--- config.mk ---
export PLATFORM = sky130hd
export DESIGN_NAME = spawn_scheduler
export DESIGN_NICKNAME = d
export VERILOG_FILES = /design/src/rtl/spawn_scheduler.sv
export SDC_FILE = /design/constraint.sdc
export NUM_CORES = 1
export LEC_CHECK = 0
export CORE_AREA = 2 2 40 56
export CTS_BUF_LIST = sky130_fd_sc_hd__clkbuf_4 sky130_fd_sc_hd__clkbuf_8
export DETAILED_ROUTE_END_ITERATION = 8
export DIE_AREA = 0 0 42 58
export GPL_TIMING_DRIVEN = 1
export PLACE_DENSITY = 0.82
export SETUP_SLACK_MARGIN = 0.2
export SLEW_MARGIN = 10
export SYNTH_ARGS = -nofsm -noshare
export SYNTH_HDL_FRONTEND = slang
export SYNTH_SLANG_ARGS = --single-unit
--- constraint.sdc ---
create_clock -name clk -period 2.8 [get_ports clk]
set_input_delay 0.56 -clock clk [delete_from_list [all_inputs] [get_ports clk]]
set_output_delay 0.56 -clock clk [all_outputs]
set_load 0.03 [all_outputs]
--- src/rtl/spawn_scheduler.sv ---
// Round-robin arbiter that hands the shared random source to N spawners,
// then enforces a random cooldown (MIN_GAP + rnd game ticks) before the next grant.
module spawn_scheduler #(
    parameter  int N_REQ   = 4,
    parameter  int RND_W   = 4,
    parameter  int MIN_GAP = 2,
    localparam int ID_W    = (N_REQ > 1) ? $clog2(N_REQ) : 1
) (
    input  logic             clk,
    input  logic             rst,
    input  logic             tick,
    input  logic             enable,
    input  logic [RND_W-1:0] rnd,
    input  logic [N_REQ-1:0] req,
    output logic [N_REQ-1:0] gnt,
    output logic [ID_W-1:0]  gnt_id,
    output logic [RND_W-1:0] gnt_val,
    output logic             busy
);
    localparam int CNT_W = RND_W + 1;

    typedef enum logic {
        IDLE = 1'b0,
        COOL = 1'b1
    } state_t;

    state_t             state_q, state_d;
    logic [N_REQ-1:0]   gnt_q, gnt_d;
    logic [ID_W-1:0]    gnt_id_q, gnt_id_d;
    logic [RND_W-1:0]   gnt_val_q, gnt_val_d;
    logic [CNT_W-1:0]   cool_cnt_q, cool_cnt_d;
    logic [ID_W-1:0]    rr_ptr_q, rr_ptr_d;

    logic               found;
    logic [ID_W-1:0]    win;
    logic [CNT_W-1:0]   load_val;
    int                 idx;

    assign load_val = CNT_W'(MIN_GAP) + {1'b0, rnd};

    // First requester at or after rr_ptr, wrapping from N_REQ-1 back to 0.
    always_comb begin
        found = 1'b0;
        win   = '0;
        idx   = 0;
        for (int i = 0; i < N_REQ; i++) begin
            idx = int'(rr_ptr_q) + i;
            if (idx >= N_REQ) begin
                idx = idx - N_REQ;
            end
            if (!found && req[idx]) begin
                found = 1'b1;
                win   = ID_W'(idx);
            end
        end
    end

    always_comb begin
        state_d    = state_q;
        gnt_d      = '0;
        gnt_id_d   = gnt_id_q;
        gnt_val_d  = gnt_val_q;
        cool_cnt_d = cool_cnt_q;
        rr_ptr_d   = rr_ptr_q;
        case (state_q)
            IDLE: begin
                if (enable && found) begin
                    gnt_d[win] = 1'b1;
                    gnt_id_d   = win;
                    gnt_val_d  = rnd;
                    rr_ptr_d   = (int'(win) == N_REQ - 1) ? '0 : ID_W'(int'(win) + 1);
                    cool_cnt_d = load_val;
                    // A zero cooldown lets the next grant land on the very next edge.
                    state_d    = (load_val == '0) ? IDLE : COOL;
                end
            end
            COOL: begin
                if (tick) begin
                    cool_cnt_d = cool_cnt_q - 1'b1;
                    if (cool_cnt_q == CNT_W'(1)) begin
                        state_d = IDLE;
                    end
                end
            end
            default: state_d = IDLE;
        endcase
    end

    always_ff @(posedge clk) begin
        if (rst) begin
            state_q    <= IDLE;
            gnt_q      <= '0;
            gnt_id_q   <= '0;
            gnt_val_q  <= '0;
            cool_cnt_q <= '0;
            rr_ptr_q   <= '0;
        end else begin
            state_q    <= state_d;
            gnt_q      <= gnt_d;
            gnt_id_q   <= gnt_id_d;
            gnt_val_q  <= gnt_val_d;
            cool_cnt_q <= cool_cnt_d;
            rr_ptr_q   <= rr_ptr_d;
        end
    end

    assign gnt     = gnt_q;
    assign gnt_id  = gnt_id_q;
    assign gnt_val = gnt_val_q;
    assign busy    = (state_q == COOL);

endmodule

; Word level (Yosys, flattened, before mapping)
; Cells that the tools add are included.
[word_totals]
regBits = 18
in_bits = 12
output_inout_bits = 11
word_cells = 79
[op_classes]
addsub = 10
n_lt_le_gt_ge = 10
n_eq_ne = 4
mux = 35
n_bitwise = 2
n_reduce_logical = 12
[ops]
columns = cell, n
row1 = "32-bit by 4-bit less-than comparator with 1-bit output, second input constant", 4
row2 = 32-bit 2-to-1 mux, 4
row3 = 1-bit 2-to-1 mux, 17
row4 = "3-bit by 3-bit subtractor with 4-bit output, second input constant", 3
row5 = 2-bit 2-to-1 mux, 5
row6 = 5-bit 2-to-1 mux, 2
row7 = 5-bit one-hot mux with 2 select lines, 1
row8 = "3-bit >= comparator, second input constant", 3
row9 = 1-bit binary-select mux with 2-bit select, 4
row10 = "2-bit by 2-bit adder with 3-bit output, second input constant", 2
row11 = "2-bit by 4-bit adder with 5-bit output, first input constant", 1
row12 = "5-bit by 1-bit equality test with 1-bit output, second input constant", 1
row13 = 1-bit logical AND, 5
row14 = 5-bit logical NOT, 1
row15 = "5-bit by 1-bit subtractor with 5-bit output, second input constant", 1
row16 = "2-bit != test, second input constant", 2
row17 = 2-bit AND reduction, 2
row18 = "2-bit by 3-bit subtractor with 4-bit output, second input constant", 1
row19 = "2-bit by 1-bit adder with 3-bit output, second input constant", 1
row20 = "2-bit by 3-bit >= comparator with 1-bit output, second input constant", 1
row21 = 1-bit logical NOT, 3
row22 = "2-bit by 3-bit less-than comparator with 1-bit output, second input constant", 1
row23 = 3-bit OR reduction, 1
row24 = "2-bit by 1-bit adder with 2-bit output, second input constant", 1
row25 = other kinds (5), 6

; Longest topological paths before layout
; Gate-level depths: netlist (run 1).
[depth]
depth_word = 19
ltp_mapped = 7
ltp_nobuf = 7

; Worst setup path before layout (run 1)
; OpenSTA, ideal clock, no wires.
[synth_path]
path_type = input to register
from = in req[2]
to = reg gnt_q[0], in the netlist gnt[0]
arrival_ns = 1.645
t_required_ns = 2.685
slack_ns = 1.040
path_stages = 6
n_path_buf = 0
cell_sequence = mux2_2 -> nand2_1 -> o221ai_1 -> or2_2 -> ha_1 -> and2_1
[synth_via]
elab_chain_len = 17
elab_cells_between_ends = 34
cone_classes = order compare (2) / mux (22) / bitwise (1) / reduce/logical (9)
[synth_rtl]
columns = element, line
row1 = start: declaration, 14  ; input logic [N_REQ-1:0] req,
row2 = 1-bit binary-select mux with 2-bit select, 51  ; if (!found && req[idx]) begin
row3 = 1-bit 2-to-1 mux (not written as such) (2 in series), 51
row4 = 1-bit 2-to-1 mux, 51
row5 = 1-bit logical NOT, 51
row6 = 1-bit logical AND, 51
row7 = 1-bit 2-to-1 mux, 51
row8 = 1-bit logical NOT, 51
row9 = 1-bit logical AND, 51
row10 = 1-bit 2-to-1 mux, 51
row11 = 1-bit logical NOT, 51
row12 = 1-bit logical AND, 51
row13 = 2-bit 2-to-1 mux, 51
row14 = 2-bit by 3-bit less-than comparator with 1-bit output (not written as such) or 2-bit by 1-bit >= comparator with 1-bit output (tied branches), 68  ; gnt_d[win] = 1'b1;
row15 = 1-bit logical AND (not written as such), 68
row16 = 1-bit 2-to-1 mux (not written as such), 68
row17 = 1-bit demux with 2-bit select, 68
row18 = end signal: assignment, 99  ; gnt_q <= gnt_d;
row19 = end: declaration, 28  ; logic [N_REQ-1:0] gnt_q, gnt_d;
; Parallel ways exist; a longest one is shown, timed or not. The select of a mux whose other input is x is not followed.
; A chain may end at the register's enable or synchronous reset.

; Worst setup path after layout (run 1)
[layout_path]
from = reg state_q, in the netlist busy
to = out busy
[layout_lines]
columns = element, line
row1 = start: declaration, 27  ; state_t state_q, state_d;
row2 = start signal: assignment, 98  ; state_q <= state_d;
row3 = end: declaration, 18  ; output logic busy
; No word-level cell between the ends.

==> results.py, run 1 <==
metrics = {
    "status": {
        "status": "completed",
    },
    "global_routing": {
        "track_usage": 0.1939,
        "antenna_found_initial": 0,
        "grt_overflow_total": 0,
        "grt_max_degree": 14,
        "first_global_vias": 886,
        "grt_pass1_wl_mm": 3.581,
    },
    "timing": {
        "hold_viol_final": 0,
        "grt_setup_unrepaired": "false",
        "finalCritPeriodShare": 0.7929,
        "fin_crit_ns": 2.220,
        "drv_slew": 0,
        "setup_viol": 0,
        "fin_setup_tns_ns": 0,
        "worst_pin_slew_ns": 0.5568,
        "fin_skew_ns": 0.002383,
        "timing.fmax_mhz": 450.4,
        "max-slew-margin-rel": 0.6274,
    },
    "setup_path": {
        "critPathKind": "reg -> out",
        "crit_fanout": 13,
        "cp-start-kind": "flip-flop",
        "crit_path_end_kind": "output port",
        "cp.required_ns": 2.24,
        "max_stage_delay_ns": 0.76,
        "slowest_stage": "clkdlybuf4s50_1",
        "path_buf_inv": 1,
        "critical_path_arrival_ns": 1.66,
        "rrSetupSlack_ns": 0.92,
        "worstPathCellList": "clkdlybuf4s50_1",
        "worst_path_dominant_cell_family": "buffers and inverters",
    },
    "detailed_routing": {
        "drc_errors": 0,
        "antenna_left": 0,
        "drt_iter0_drc": 29,
        "drt_wl_total_mm": 2.143,
        "viasPerCell": 5.809,
        "first_pass_iters": 4,
        "vias": 912,
        "wl_per_cell_um": 13.65,
    },
    "power_and_ir_drop": {
        "finalPower_mw": 0.6146,
        "leakagePower_nw": 0.4712,
        "ir_drop_mv": 0.3184,
        "power_density_mw_per_mm2": 488.3,
    },
    "cells_and_area": {
        "fin_area_mm2": 0.001259,
        "final_common_cell": "clkdlybuf4s50_1",
        "antenna_cells": 0,
        "fin_nets": 157,
        "area_delta_synth_final_pct": 25.12,
        "drive_above_1_share": 0.1471,
        "mostFrequentLayoutCells": "clkdlybuf4s50_1, nand2_1, dfxtp_1",
    },
    "synthesis": {
        "ys_warn_count": 0,
        "ys_seq_area_frac": 0.3582,
        "synthFlopType": "dfxtp_1",
        "syn_nets": 132,
        "async_flop_share": 0,
        "synth_edf_count": 0,
        "synth-seq-cells": 18,
        "synth.distinct_cells": 36,
        "netlist_area_mm2": 0.001006,
        "post_synth.cell_area_avg_um2": 8.902,
        "synthCells": 113,
    },
    "die": {
        "rows": 19,
        "die-area_mm2": 0.002436,
        "die_y_um": 58,
        "pin_count": 23,
        "die_w_um": 42,
        "core_mm2": 0.001926,
        "start_util": 0.5224,
    },
    "cts": {
        "cts.path.max_buffers": 2,
        "insertion_delay_ns": 0.30,
        "post-cts-setup-buffers": 0,
        "cts_made_buffers": 3,
        "cts_tree": "done",
        "cts.clk_slew.worst_paths_ns": 0.10,
        "cts_root_buf": "clkbuf_4",
        "numClockSinks": 18,
        "cts_resized": 0,
        "htreeDepth": 1,
        "ctsHoldBuffers": 0,
    },
    "hold_path": {
        "min_path_type": "reg -> reg",
    },
    "placed_design": {
        "dp_hpwl_mm": 1.624,
        "io_buffers": 22,
        "gp_congestion": 0.7790,
        "postPlaceCellArea_mm2": 0.001236,
    },
    "job": {
        "drv_cap": 0,
    },
}
[state kept, by name, summed over array words and instances, names as in the netlist]
signal,cells
gnt_val,4
gnt,4
rr_ptr_q,2
busy,1
gnt_id,2
cool_cnt_q,5
[final timing paths]
path                  from  cells after the start       endpoint
max                   busy                      1           busy
min          cool_cnt_q[4]                      2  cool_cnt_q[4]
max reg2reg    rr_ptr_q[1]                      6         gnt[2]
min reg2reg  cool_cnt_q[4]                      2  cool_cnt_q[4]
[cell usage after synthesis (2+ instances only)]
library cell,n,share of area
o21ai_0,4,0.020
o22ai_1,3,0.019
o221ai_1,2,0.017
inv_1,6,0.022
nand3b_1,2,0.015
nand2_1,19,0.071
a21oi_1,7,0.035
dfxtp_1,18,0.36
nor2_1,5,0.019
mux2i_1,3,0.030
ha_1,7,0.087
a21oi_2,7,0.061
o21a_1,3,0.022
and2_1,4,0.025
nand2_2,2,0.012
[cell families (layout without fill, tap and decap cells)]
kind of cell,after synthesis,in the layout,synth area share
AO/OA/AOI/OAI,32,32,0.2227
XOR/XNOR,1,1,0.008708
adder cells (fa/ha/maj),7,7,0.08706
buffers and inverters,9,32,0.04601
flip-flops,18,18,0.3582
multiplexers,4,4,0.04105
AND/OR/NAND/NOR,42,42,0.2363
[power by group]
part / internal, mW / total [mW] / leakage [nW] / switching (mW)
clock: 0.0502 / 0.128 / 0.0138 / 0.0781
sequential: 0.277 / 0.299 / 0.148 / 0.0219
combinational: 0.0859 / 0.187 / 0.310 / 0.101
[per-layer routing]
layer,up-vias,GRT usage,wire length (um)
met4,0,0.1198,48
met3,5,0.04984,92
met1,428,0.1879,883
met5,-,0,0
met2,30,0.3594,1118
li1,449,-,-
[cell type report]
class | instances | area (um2)
Clock buffer | 3 | 22.52
Multi-Input combinational cell | 86 | 599.3
Timing Repair Buffer | 23 | 227.7
Sequential cell | 18 | 360.3
Fill cell | 167 | 666.9
Inverter | 6 | 22.52
Tap cell | 21 | 26.28
[through the flow]
stage,hold WS [ns],worst slack (ns),utilization,cells
after global placement,0.4484,0.4522,0.6420,154
after global routing,0.4919,0.5187,0.6537,157
after CTS,0.4739,0.5837,0.6537,157
final,0.4676,0.5799,0.6537,157
after detailed placement,0.4566,0.3674,0.6420,154
after floorplan,0.4386,1.040,-,113
(Power assumes the default switching activity.)
==> inputs of run 2 (changes only) <==
Settings changed: CORE_AREA 2 2 40 56 to 2 2 43 61, DIE_AREA 0 0 42 58 to 0 0 45 63, PLACE_DENSITY 0.82 to 0.74.
Clock period 2.8 ns to 2 ns, I/O delays scaled along.
==> run 2 against run 1 <==
  * Sequential cell count unchanged
  * Critical endpoint is now gnt[2]
  * Largest cell class unchanged
  * Global-route usage down 0.64 points
  * Utilization down 5.4 points
  * Clock power up 38%
  * Die area up 16%
  * Highest routed layer unchanged
  * Sequential power up 40%
==> results.py, run 2 (synthesized netlist as in run 1, its figures left out) <==
metrics = {
    "cells_and_area": {
        "area_delta_synth_final_pct": 37.81,
        "nFillCells": 215,
        "antenna_cells": 0,
        "multi_input_area_um2": 611.8,
        "mostFrequentLayoutCells": "nand2_1, clkdlybuf4s50_1, dfxtp_1",
        "finalNonFillerCells": 171,
        "top_register": "cool_cnt_q",
        "largest_reg_flops": 5,
        "fin_nets": 169,
        "seqCellArea_um2": 362.8,
        "drive_above_1_share": 0.2432,
    },
    "cts": {
        "cts_made_buffers": 3,
        "cts_tree": "done",
        "cts.path.max_buffers": 2,
        "cts_root_buf": "clkbuf_4",
        "cts.clk_slew.worst_paths_ns": 0.10,
        "numClockSinks": 18,
        "htreeDepth": 1,
        "insertion_delay_ns": 0.29,
        "ctsHoldBuffers": 0,
    },
    "global_routing": {
        "grt_max_degree": 14,
        "grt_pass1_wl_mm": 4.029,
        "grt_overflow_total": 0,
        "first_global_vias": 978,
        "antenna_found_initial": 0,
        "track_usage": 0.1875,
    },
    "placed_design": {
        "dp_cells": 165,
        "dp_hpwl_mm": 1.759,
        "dp_slack_ns": -0.1718,
        "io_buffers": 22,
        "gp_congestion": 0.8210,
    },
    "detailed_routing": {
        "wl_met2_mm": 1.315,
        "drt_wl_total_mm": 2.396,
        "viasPerCell": 5.468,
        "antenna_left": 0,
        "first_pass_iters": 4,
        "met1Wirelength_um": 914,
        "wl_per_cell_um": 14.01,
        "dr_wl_met3_um": 119,
        "drt_iter0_drc": 31,
        "drc_errors": 0,
        "top_layer_used": "met4",
        "vias": 935,
    },
    "timing": {
        "max-slew-margin-rel": 0.7013,
        "fin_skew_ns": 0.003331,
        "worst_pin_slew_ns": 0.4418,
        "fin_crit_ns": 1.777,
        "setup_viol": 0,
        "setup_ws_ns": 0.2228,
        "drv_slew": 0,
        "grt_setup_unrepaired": "true",
        "hold_viol_final": 0,
        "finalCritPeriodShare": 0.8886,
        "timing.fmax_mhz": 562.7,
    },
    "die": {
        "rows": 21,
        "pin_count": 23,
        "core_mm2": 0.002312,
        "start_util": 0.4351,
        "die_y_um": 63,
        "die_w_um": 45,
        "die-area_mm2": 0.002835,
    },
    "hold_path": {
        "hold_end": "gnt_id[1]",
        "min_path_type": "reg -> reg",
        "whs_path_depth": 2,
        "min-delay-start": "gnt_id[1]",
    },
    "setup_path": {
        "cp.required_ns": 2.20,
        "reg2reg_depth": 6,
        "crit_cells": 7,
        "r2r_end": "gnt[2]",
        "critical_path.reg2reg.startpoint": "rr_ptr_q[1]",
        "rrSetupSlack_ns": 0.29,
        "crit_path_end_kind": "flip-flop",
        "path_buf_inv": 1,
        "max_stage_delay_ns": 0.44,
        "crit_fanout": 4,
        "critPathKind": "in -> reg",
        "slowest_stage": "clkdlybuf4s50_1",
        "critical_path_arrival_ns": 1.97,
        "worst_path_dominant_cell_family": "simple AND/OR/NAND/NOR gates",
        "worstPathCellList": "clkdlybuf4s50_1 -> mux2_2 -> nand2_1 -> o221ai_2 -> or2_2 -> ha_1 -> and2_1",
        "cp-start-kind": "input port",
    },
    "power_and_ir_drop": {
        "ir_drop_mv": 0.4072,
        "leakagePower_nw": 0.5581,
        "power_density_mw_per_mm2": 651.3,
    },
    "job": {
        "drv_cap": 0,
    },
    "status": {
        "status": "completed",
    },
}
## run 2: cell count changes in the layout (fill, tap and decap cells not counted), sizes merged
cell	delta
clkdlybuf4s50	-3
dlygate4sd2	+1
buf	+12
dlymetal6s2s	+2
## run 2: worst register-to-register path, stage by stage, from the launching register on
cell	delay (ns)
dfxtp_2	0.41
mux2_2	0.35
nand2_1	0.07
o221ai_2	0.12
or2_2	0.34
ha_1	0.19
and2_1	0.12
## run 2: cell type report
type,count,area share
inverters,6,0.01625
well taps,23,0.02076
repair buffers,35,0.2437
flip-flops and latches,18,0.2617
clock buffers,3,0.01625
multi-input cells,86,0.4413
## run 2: through the flow
step / hold WS [ns] / util / total power [mW] / cell area (um2) / setup TNS (ns)
after floorplan: 0.4386 / - / 0.5968 / 1006 / 0
after global placement: 0.4470 / 0.5649 / 0.7051 / 1306 / -0.4409
after detailed placement: 0.4585 / 0.5649 / 0.7168 / 1306 / -1.573
after CTS: 0.4729 / 0.5925 / 0.9053 / 1370 / 0
after global routing: 0.4895 / 0.5996 / 0.9564 / 1386 / 0
final: 0.4719 / 0.5996 / 0.9029 / 1386 / 0
## run 2: how the worst max path moves through the flow
stage | end | slack (ns) | startpoint
3_5_place_dp | gnt[2] | -0.17 | req[0]
2_1_floorplan | gnt[0] | 0.29 | rr_ptr_q[1]
3_3_place_gp | gnt[0] | -0.09 | req[0]
4_1_cts | gnt[2] | 0.20 | req[2]
6_report | gnt[2] | 0.22 | req[0]
5_1_grt | gnt[2] | 0.15 | req[0]
## run 2: report_power, final
part | internal, mW | switching (mW) | leakage (nW)
combinational | 0.153 | 0.153 | 0.396
clock | 0.0701 | 0.107 | 0.0138
sequential | 0.389 | 0.0308 | 0.148
## run 2: routing by layer
metal | global-route usage | up-vias
met3 | 0.02890 | 4
met5 | 0 | -
li1 | - | 473
met1 | 0.2151 | 427
met2 | 0.3304 | 31
met4 | 0.06985 | 0
## run 2: what timing repair did
item | in CTS | in global routing
gates resized for setup | 3 | 6
setup buffers | 3 | 0
setup endpoints to repair | 8 | 8
pin swaps | 2 | 0
